==> config.mk <==
export PLATFORM = sky130hd
export DESIGN_NAME = turn_signal_seq
export DESIGN_NICKNAME = d
export VERILOG_FILES = /design/src/rtl/tsig_pkg.sv /design/src/rtl/tick_prescaler.sv /design/src/rtl/turn_signal_seq.sv
export SDC_FILE = /design/constraint.sdc
export NUM_CORES = 1
export LEC_CHECK = 0
export BUFFER_PORTS_ARGS = -buffer_cell sky130_fd_sc_hd__buf_2
export CORE_UTILIZATION = 39
export CTS_CLUSTER_DIAMETER = 200
export DETAILED_ROUTE_END_ITERATION = 10
export PLACE_DENSITY_LB_ADDON = 0.2
export SLEW_MARGIN = 20
export SYNTH_ARGS = -nofsm -noshare
export SYNTH_HDL_FRONTEND = slang
export SYNTH_HIERARCHICAL = 1
export SYNTH_SLANG_ARGS = --single-unit
==> constraint.sdc <==
create_clock -name ADC_CLK_10 -period 3.2 [get_ports ADC_CLK_10]
set_clock_uncertainty 0.15 [all_clocks]
set_input_delay 0.48 -clock ADC_CLK_10 [delete_from_list [all_inputs] [get_ports ADC_CLK_10]]
set_output_delay 0.48 -clock ADC_CLK_10 [all_outputs]
set_load 0.03 [all_outputs]
==> src/rtl/tsig_pkg.sv <==
// Shared types and default constants for the sequential turn-signal controller.
package tsig_pkg;

    typedef enum logic [1:0] {
        ModeIdle   = 2'd0,
        ModeLeft   = 2'd1,
        ModeRight  = 2'd2,
        ModeHazard = 2'd3
    } mode_e;

    localparam int unsigned DefLamps   = 3;
    localparam int unsigned DefTickDiv = 2500000;

endpackage

==> src/rtl/tick_prescaler.sv <==
// Step-rate prescaler: counts 0..TICK_DIV-1 while running, pulses tick on the last count.
module tick_prescaler
    import tsig_pkg::*;
#(
    parameter int unsigned TICK_DIV = DefTickDiv,
    parameter int unsigned CW       = (TICK_DIV > 1) ? $clog2(TICK_DIV) : 1
) (
    input  logic ADC_CLK_10,
    input  logic KEY0,
    input  logic clr,
    input  logic run,
    output logic tick
);

    localparam logic [CW-1:0] CountLast = CW'(TICK_DIV - 1);

    logic [CW-1:0] r_count;
    logic          w_last;

    assign w_last = (r_count == CountLast);
    assign tick   = run & w_last;

    always_ff @(posedge ADC_CLK_10 or negedge KEY0) begin
        if (!KEY0) begin
            r_count <= '0;
        end else if (clr || !run || w_last) begin
            r_count <= '0;
        end else begin
            r_count <= r_count + CW'(1);
        end
    end

endmodule

==> src/rtl/turn_signal_seq.sv <==
// Sequential turn signals, hazard flash and brake overlay for LAMPS lamps per side.
module turn_signal_seq
    import tsig_pkg::*;
#(
    parameter int unsigned LAMPS    = DefLamps,
    parameter int unsigned TICK_DIV = DefTickDiv,
    parameter int unsigned CW       = (TICK_DIV > 1) ? $clog2(TICK_DIV) : 1
) (
    input  logic             ADC_CLK_10,
    input  logic             KEY0,
    input  logic             turn_en,
    input  logic             dir,
    input  logic             hazard,
    input  logic             brake,
    output logic [LAMPS-1:0] left_lamps,
    output logic [LAMPS-1:0] right_lamps,
    output logic [1:0]       mode,
    output logic             step_tick
);

    localparam int unsigned   PhaseW    = $clog2(LAMPS + 1);
    localparam logic [PhaseW-1:0] PhaseLast = PhaseW'(LAMPS);

    logic r_turn_s1, r_turn_s2;
    logic r_dir_s1, r_dir_s2;
    logic r_haz_s1, r_haz_s2;
    logic r_brake_s1, r_brake_s2;

    mode_e             r_mode;
    mode_e             w_mode_next;
    logic              w_mode_chg;
    logic              w_run;
    logic              w_tick;
    logic [PhaseW-1:0] r_phase;
    logic [PhaseW-1:0] w_phase_next;
    logic [LAMPS-1:0]  w_sweep;
    logic [LAMPS-1:0]  w_brake_fill;

    always_ff @(posedge ADC_CLK_10 or negedge KEY0) begin
        if (!KEY0) begin
            r_turn_s1  <= 1'b0;
            r_turn_s2  <= 1'b0;
            r_dir_s1   <= 1'b0;
            r_dir_s2   <= 1'b0;
            r_haz_s1   <= 1'b0;
            r_haz_s2   <= 1'b0;
            r_brake_s1 <= 1'b0;
            r_brake_s2 <= 1'b0;
        end else begin
            r_turn_s1  <= turn_en;
            r_turn_s2  <= r_turn_s1;
            r_dir_s1   <= dir;
            r_dir_s2   <= r_dir_s1;
            r_haz_s1   <= hazard;
            r_haz_s2   <= r_haz_s1;
            r_brake_s1 <= brake;
            r_brake_s2 <= r_brake_s1;
        end
    end

    always_comb begin
        w_mode_next = ModeIdle;
        if (r_haz_s2) begin
            w_mode_next = ModeHazard;
        end else if (r_turn_s2) begin
            w_mode_next = r_dir_s2 ? ModeRight : ModeLeft;
        end
    end

    assign w_mode_chg = (w_mode_next != r_mode);
    assign w_run      = (r_mode != ModeIdle);

    tick_prescaler #(
        .TICK_DIV (TICK_DIV),
        .CW       (CW)
    ) u_prescaler (
        .ADC_CLK_10 (ADC_CLK_10),
        .KEY0       (KEY0),
        .clr        (w_mode_chg),
        .run        (w_run),
        .tick       (w_tick)
    );

    // A mode change restarts the sequence, so it takes priority over a coincident tick.
    always_comb begin
        w_phase_next = r_phase;
        if (w_mode_chg || !w_run) begin
            w_phase_next = '0;
        end else if (w_tick) begin
            if (r_mode == ModeHazard) begin
                w_phase_next = (r_phase == '0) ? PhaseW'(1) : '0;
            end else begin
                w_phase_next = (r_phase == PhaseLast) ? '0 : r_phase + PhaseW'(1);
            end
        end
    end

    always_ff @(posedge ADC_CLK_10 or negedge KEY0) begin
        if (!KEY0) begin
            r_mode  <= ModeIdle;
            r_phase <= '0;
        end else begin
            r_mode  <= w_mode_next;
            r_phase <= w_phase_next;
        end
    end

    always_comb begin
        w_sweep = '0;
        for (int unsigned i = 0; i < LAMPS; i++) begin
            w_sweep[i] = (i < 32'(r_phase));
        end
    end

    assign w_brake_fill = r_brake_s2 ? '1 : '0;

    always_comb begin
        left_lamps  = '0;
        right_lamps = '0;
        unique case (r_mode)
            ModeIdle: begin
                left_lamps  = w_brake_fill;
                right_lamps = w_brake_fill;
            end
            ModeLeft: begin
                left_lamps  = w_sweep;
                right_lamps = w_brake_fill;
            end
            ModeRight: begin
                left_lamps  = w_brake_fill;
                right_lamps = w_sweep;
            end
            ModeHazard: begin
                left_lamps  = (r_phase == '0) ? '1 : '0;
                right_lamps = (r_phase == '0) ? '1 : '0;
            end
        endcase
    end

    assign mode      = r_mode;
    assign step_tick = w_tick;

endmodule

# After elaboration in Yosys (flattened, before gate mapping)
# Cells that the tools add are included.
# totals
register_bits	34
in_bits	6
output_inout_bits	9
elab_cells	45
# op_classes
addsub	2
n_lt_le_gt_ge	3
n_eq_ne	6
muxes	13
bitwise	1
n_reduce_logical	9
# ops
op	count
$add 22x1->22 const B	1
$eq 22x22->1 const B	1
$mux 22	1
$pmux 3 s3	2
$mux 2	7
$eq 2x2->1 const B	3
$mux 3	2
$logic_not 2->1	2
$lt 1x2->1 const A	2
$reduce_bool 2->1	2
$reduce_or 2->1	2
$add 2x1->2 const B	1
$eq 2x1->1 const B	1
$logic_or 1x1->1	2
$lt 2x2->1 const A	1
$ne 2x2->1	1
$and 1x1->1	1
$logic_not 1->1	1
$mux 1	1

# Depth between registers and ports, before layout
# depth
depth_word	7
depth_mapped	8
ltp_nobuf	7

# Modules after synthesis
# Netlist, hierarchy kept.
# modules_own_cells
module	n_inst	cells_each	area_per_inst_um2	seq_area_each_um2
tick_prescaler	1	121	1152.4	550.5
turn_signal_seq	1	57	611.8	300.3

# Least setup slack after synthesis
# No wires, ideal clock.
# synth_path
path_kind	reg2out
startpoint	register u_prescaler.r_count[16]
endpoint	output step_tick
t_arrival_ns	2.303
t_required_ns	2.570
slack_ns	0.267
path_stages_with_launch	4
path_buffers	0
path_cell_list	dfrtp_1 or4b_1 or4_4 nor3_1
# synth_between
elab_chain_len	2
# synth_rtl
item	line	rtl
from (decl)	tick_prescaler.sv:17	logic [CW-1:0] r_count;
from (signal assigned)	tick_prescaler.sv:29	r_count <= r_count + CW'(1);
$eq 22x22->1	tick_prescaler.sv:20	assign w_last = (r_count == CountLast);
$and 1x1->1	tick_prescaler.sv:21	assign tick = run & w_last;
to (decl)	turn_signal_seq.sv:18	output logic step_tick
# No other way between the ends.

# Final worst setup path
# Same ends and word-level chain as after synthesis.

==> metrics.cfg <==
[logic_synthesis]
ys_ff_latch=34
synth_top_area_share_pct=48.2
synth_fp_nets=188
synth_ff_type=dfrtp_1
ys_async_sr_fraction_pct=100
synth_cell_type_count=41
synth_area_leaders=dfrtp_1 48%, xnor2_1 6.5%, nor2_1 5.1%
yosys_warnings=6
yosysTopAreaCell=dfrtp_1
ys_seq_area_share_pct=48.2
synth_area_um2=1760
syn_area_per_cell_um2=9.91
synth_edf_count=0
synth_cells=178

[floorplanning]
core_area_um2=4350
die_w_um=69.3
ios=15
die_area_um2=4800
die_height_um=69.3
start_util_pct=40.5
rows=24

[outcome]
status=completed

[drt]
drcViolationCount=0
wl_met2_um=1660
drt-met1-wl_um=1520
wl_per_cell_um=13.3
drt-total-wl_um=3290
drt-initial-drc-count=60
vias_per_cell=5.30
vias=1309
top_layer_used=met4
dr.pass1.iters=4
ant_nets=0
wl_met3_um=93

[setup_path]
reg2reg_from=u_prescaler/r_count[16]
critPathKind=flop to output pin
cp_max_fo=5
critical_path.max_stage_delay_ns=0.52
cp-end-kind=output pin
cp_slowest_cell=or4b_1
worstReg2RegEnd=r_phase[1]
start_kind=flop
arrival_ns=2.24
required_ns=2.57
crit_chain=or4b_1 -> or4_4 -> nor3_1 -> buf_4 -> buf_2
rr_worst_depth=7
r2r_setup_slack_ns=0.89

[clock_network]
cts_max_level=2
clock_latency_ns=0.28
root_buffer=clkbuf_8
clkSinkCount=34
cts-hold-fix-buffers=0
postCtsSetupRepairBufs=0
clk_pin_slew_ns=0.07
ctsResizeCount=0
cts_tree=done
cts_max_path_buffers=2
cts_buffers=5

[timing]
slew-limit-headroom_pct=50.6
final-setup-viol-count=0
rsz0062_at_grt=no
fin_tns_setup_ns=0
drv_slew=0
tightest_slew_ns=0.741
layout_min_cycle_time_ns=2.87
hold_viol=0
fin_crit_sh_pct=89.8
fmax_mhz=348

[grt]
grt_pass1_wl_um=5850
antenna_found_initial=0
overflow=0
track_usage_pct=15.4
grt_pass1_vias=1306
grt_max_degree=35

[finish]
drive_gt1_share_pct=14.9
fill_cells=415
final_common_cell=dfrtp_1
diodes=0
layout_common_cells=34 x dfrtp_1, 24 x nor2_1, 14 x buf_2, 13 x xnor2_1, 11 x nand2_1
syn2layout_area_growth_pct=10.4
nNetsFinal=205

[place]
globalplace.congestion=0.786
dpl.hpwl_um=2330
portBuffers=14

[pwr]
cellPowerDensity_nw_per_um2=418
p_total_uw=815
p_leak_uw=0.000787
peakVddDrop_mv=0.251

[job]
cap_violations=0

[min_path]
hp-class=input port to async pin

[synthesized netlist by cell type (2+ instances only)]
library cell and number:
a21oi_1 7, a31oi_1 5, buf_4 2, dfrtp_1 34, ha_1 4, inv_1 10, mux2_2 2, nand2_1 11
nand2b_1 4, nand3_1 7, nand4_1 6, nor2_1 24, nor3_1 5, nor4_1 3, o21ai_0 6, or2_2 2
or3_1 6, or4_1 2, xnor2_1 13, xor2_1 4
[state kept, by name, indices dropped and copies added (netlist names)]
register / count
r_brake_s1: 1
r_dir_s1: 1
r_haz_s1: 1
r_turn_s1: 1
r_turn_s2: 1
mode: 2
r_haz_s2: 1
r_dir_s2: 1
r_phase: 2
r_brake_s2: 1
u_prescaler/r_count: 22
[power breakdown]
| group | switching [uW] | internal (uW) | total, uW | leakage (uW) |
|---|---|---|---|---|
| logic | 51.7 | 23.6 | 75.3 | 0.000299 |
| registers | 12.6 | 439 | 451 | 0.000450 |
| clock network | 139 | 150 | 288 | 0.0000383 |
[critical path, delay by kind of cell, from the launching register on]
family        cells  cell delay [ns]
flops             1             0.42
simple gates      3             1.19
buf+inv           2             0.35
[kinds of logic (layout without fill, tap and decap cells)]
| kind of cell | count (synthesis) | count (layout) | share of synthesized area, % |
|---|---|---|---|
| adder cells (fa/ha/maj) | 4 | 4 | 2.84 |
| XOR/XNOR | 17 | 17 | 8.44 |
| flip-flops | 34 | 34 | 48.2 |
| AND/OR/NAND/NOR | 81 | 81 | 25.7 |
| buffers and inverters | 15 | 32 | 4.11 |
| AO/OA/AOI/OAI | 24 | 24 | 8.79 |
| multiplexers | 3 | 3 | 1.84 |
[layout make-up]
cell class / instances / area, um^2 / area share (%)
Clock buffer: 7 / 76.3 / 3.92
Sequential cell: 34 / 851 / 43.7
Tap cell: 52 / 65.1 / 3.34
Inverter: 10 / 37.5 / 1.93
Timing Repair Buffer: 15 / 77.6 / 3.98
Multi-Input combinational cell: 129 / 841 / 43.2
[per-stage QoR]
step | hold slack (ns) | setup slack, ns | area, um^2 | instances | utilization [%]
floorplan | 0.0344 | 0.267 | 1760 | 178 | -
global placement | 0.184 | 0.670 | 1870 | 240 | 43.0
detailed placement | 0.189 | 0.635 | 1870 | 240 | 43.0
CTS | 0.139 | 0.318 | 1950 | 247 | 44.7
global route | 0.146 | 0.195 | 1950 | 247 | 44.7
finish | 0.103 | 0.326 | 1950 | 247 | 44.7
[per-layer routing]
layer,vias up,GRT usage [%]
met1,636,19.0
met5,-,0
met3,2,4.07
li1,652,-
met2,19,25.2
met4,0,7.03
[worst max path at each step]
stage,from,to
after global placement,u_prescaler/r_count[16],step_tick
after global routing,u_prescaler/r_count[16],step_tick
final,u_prescaler/r_count[16],step_tick
after CTS,u_prescaler/r_count[16],step_tick
after detailed placement,u_prescaler/r_count[16],step_tick
after floorplan,u_prescaler/r_count[16],step_tick
(Power assumes the default switching activity.)
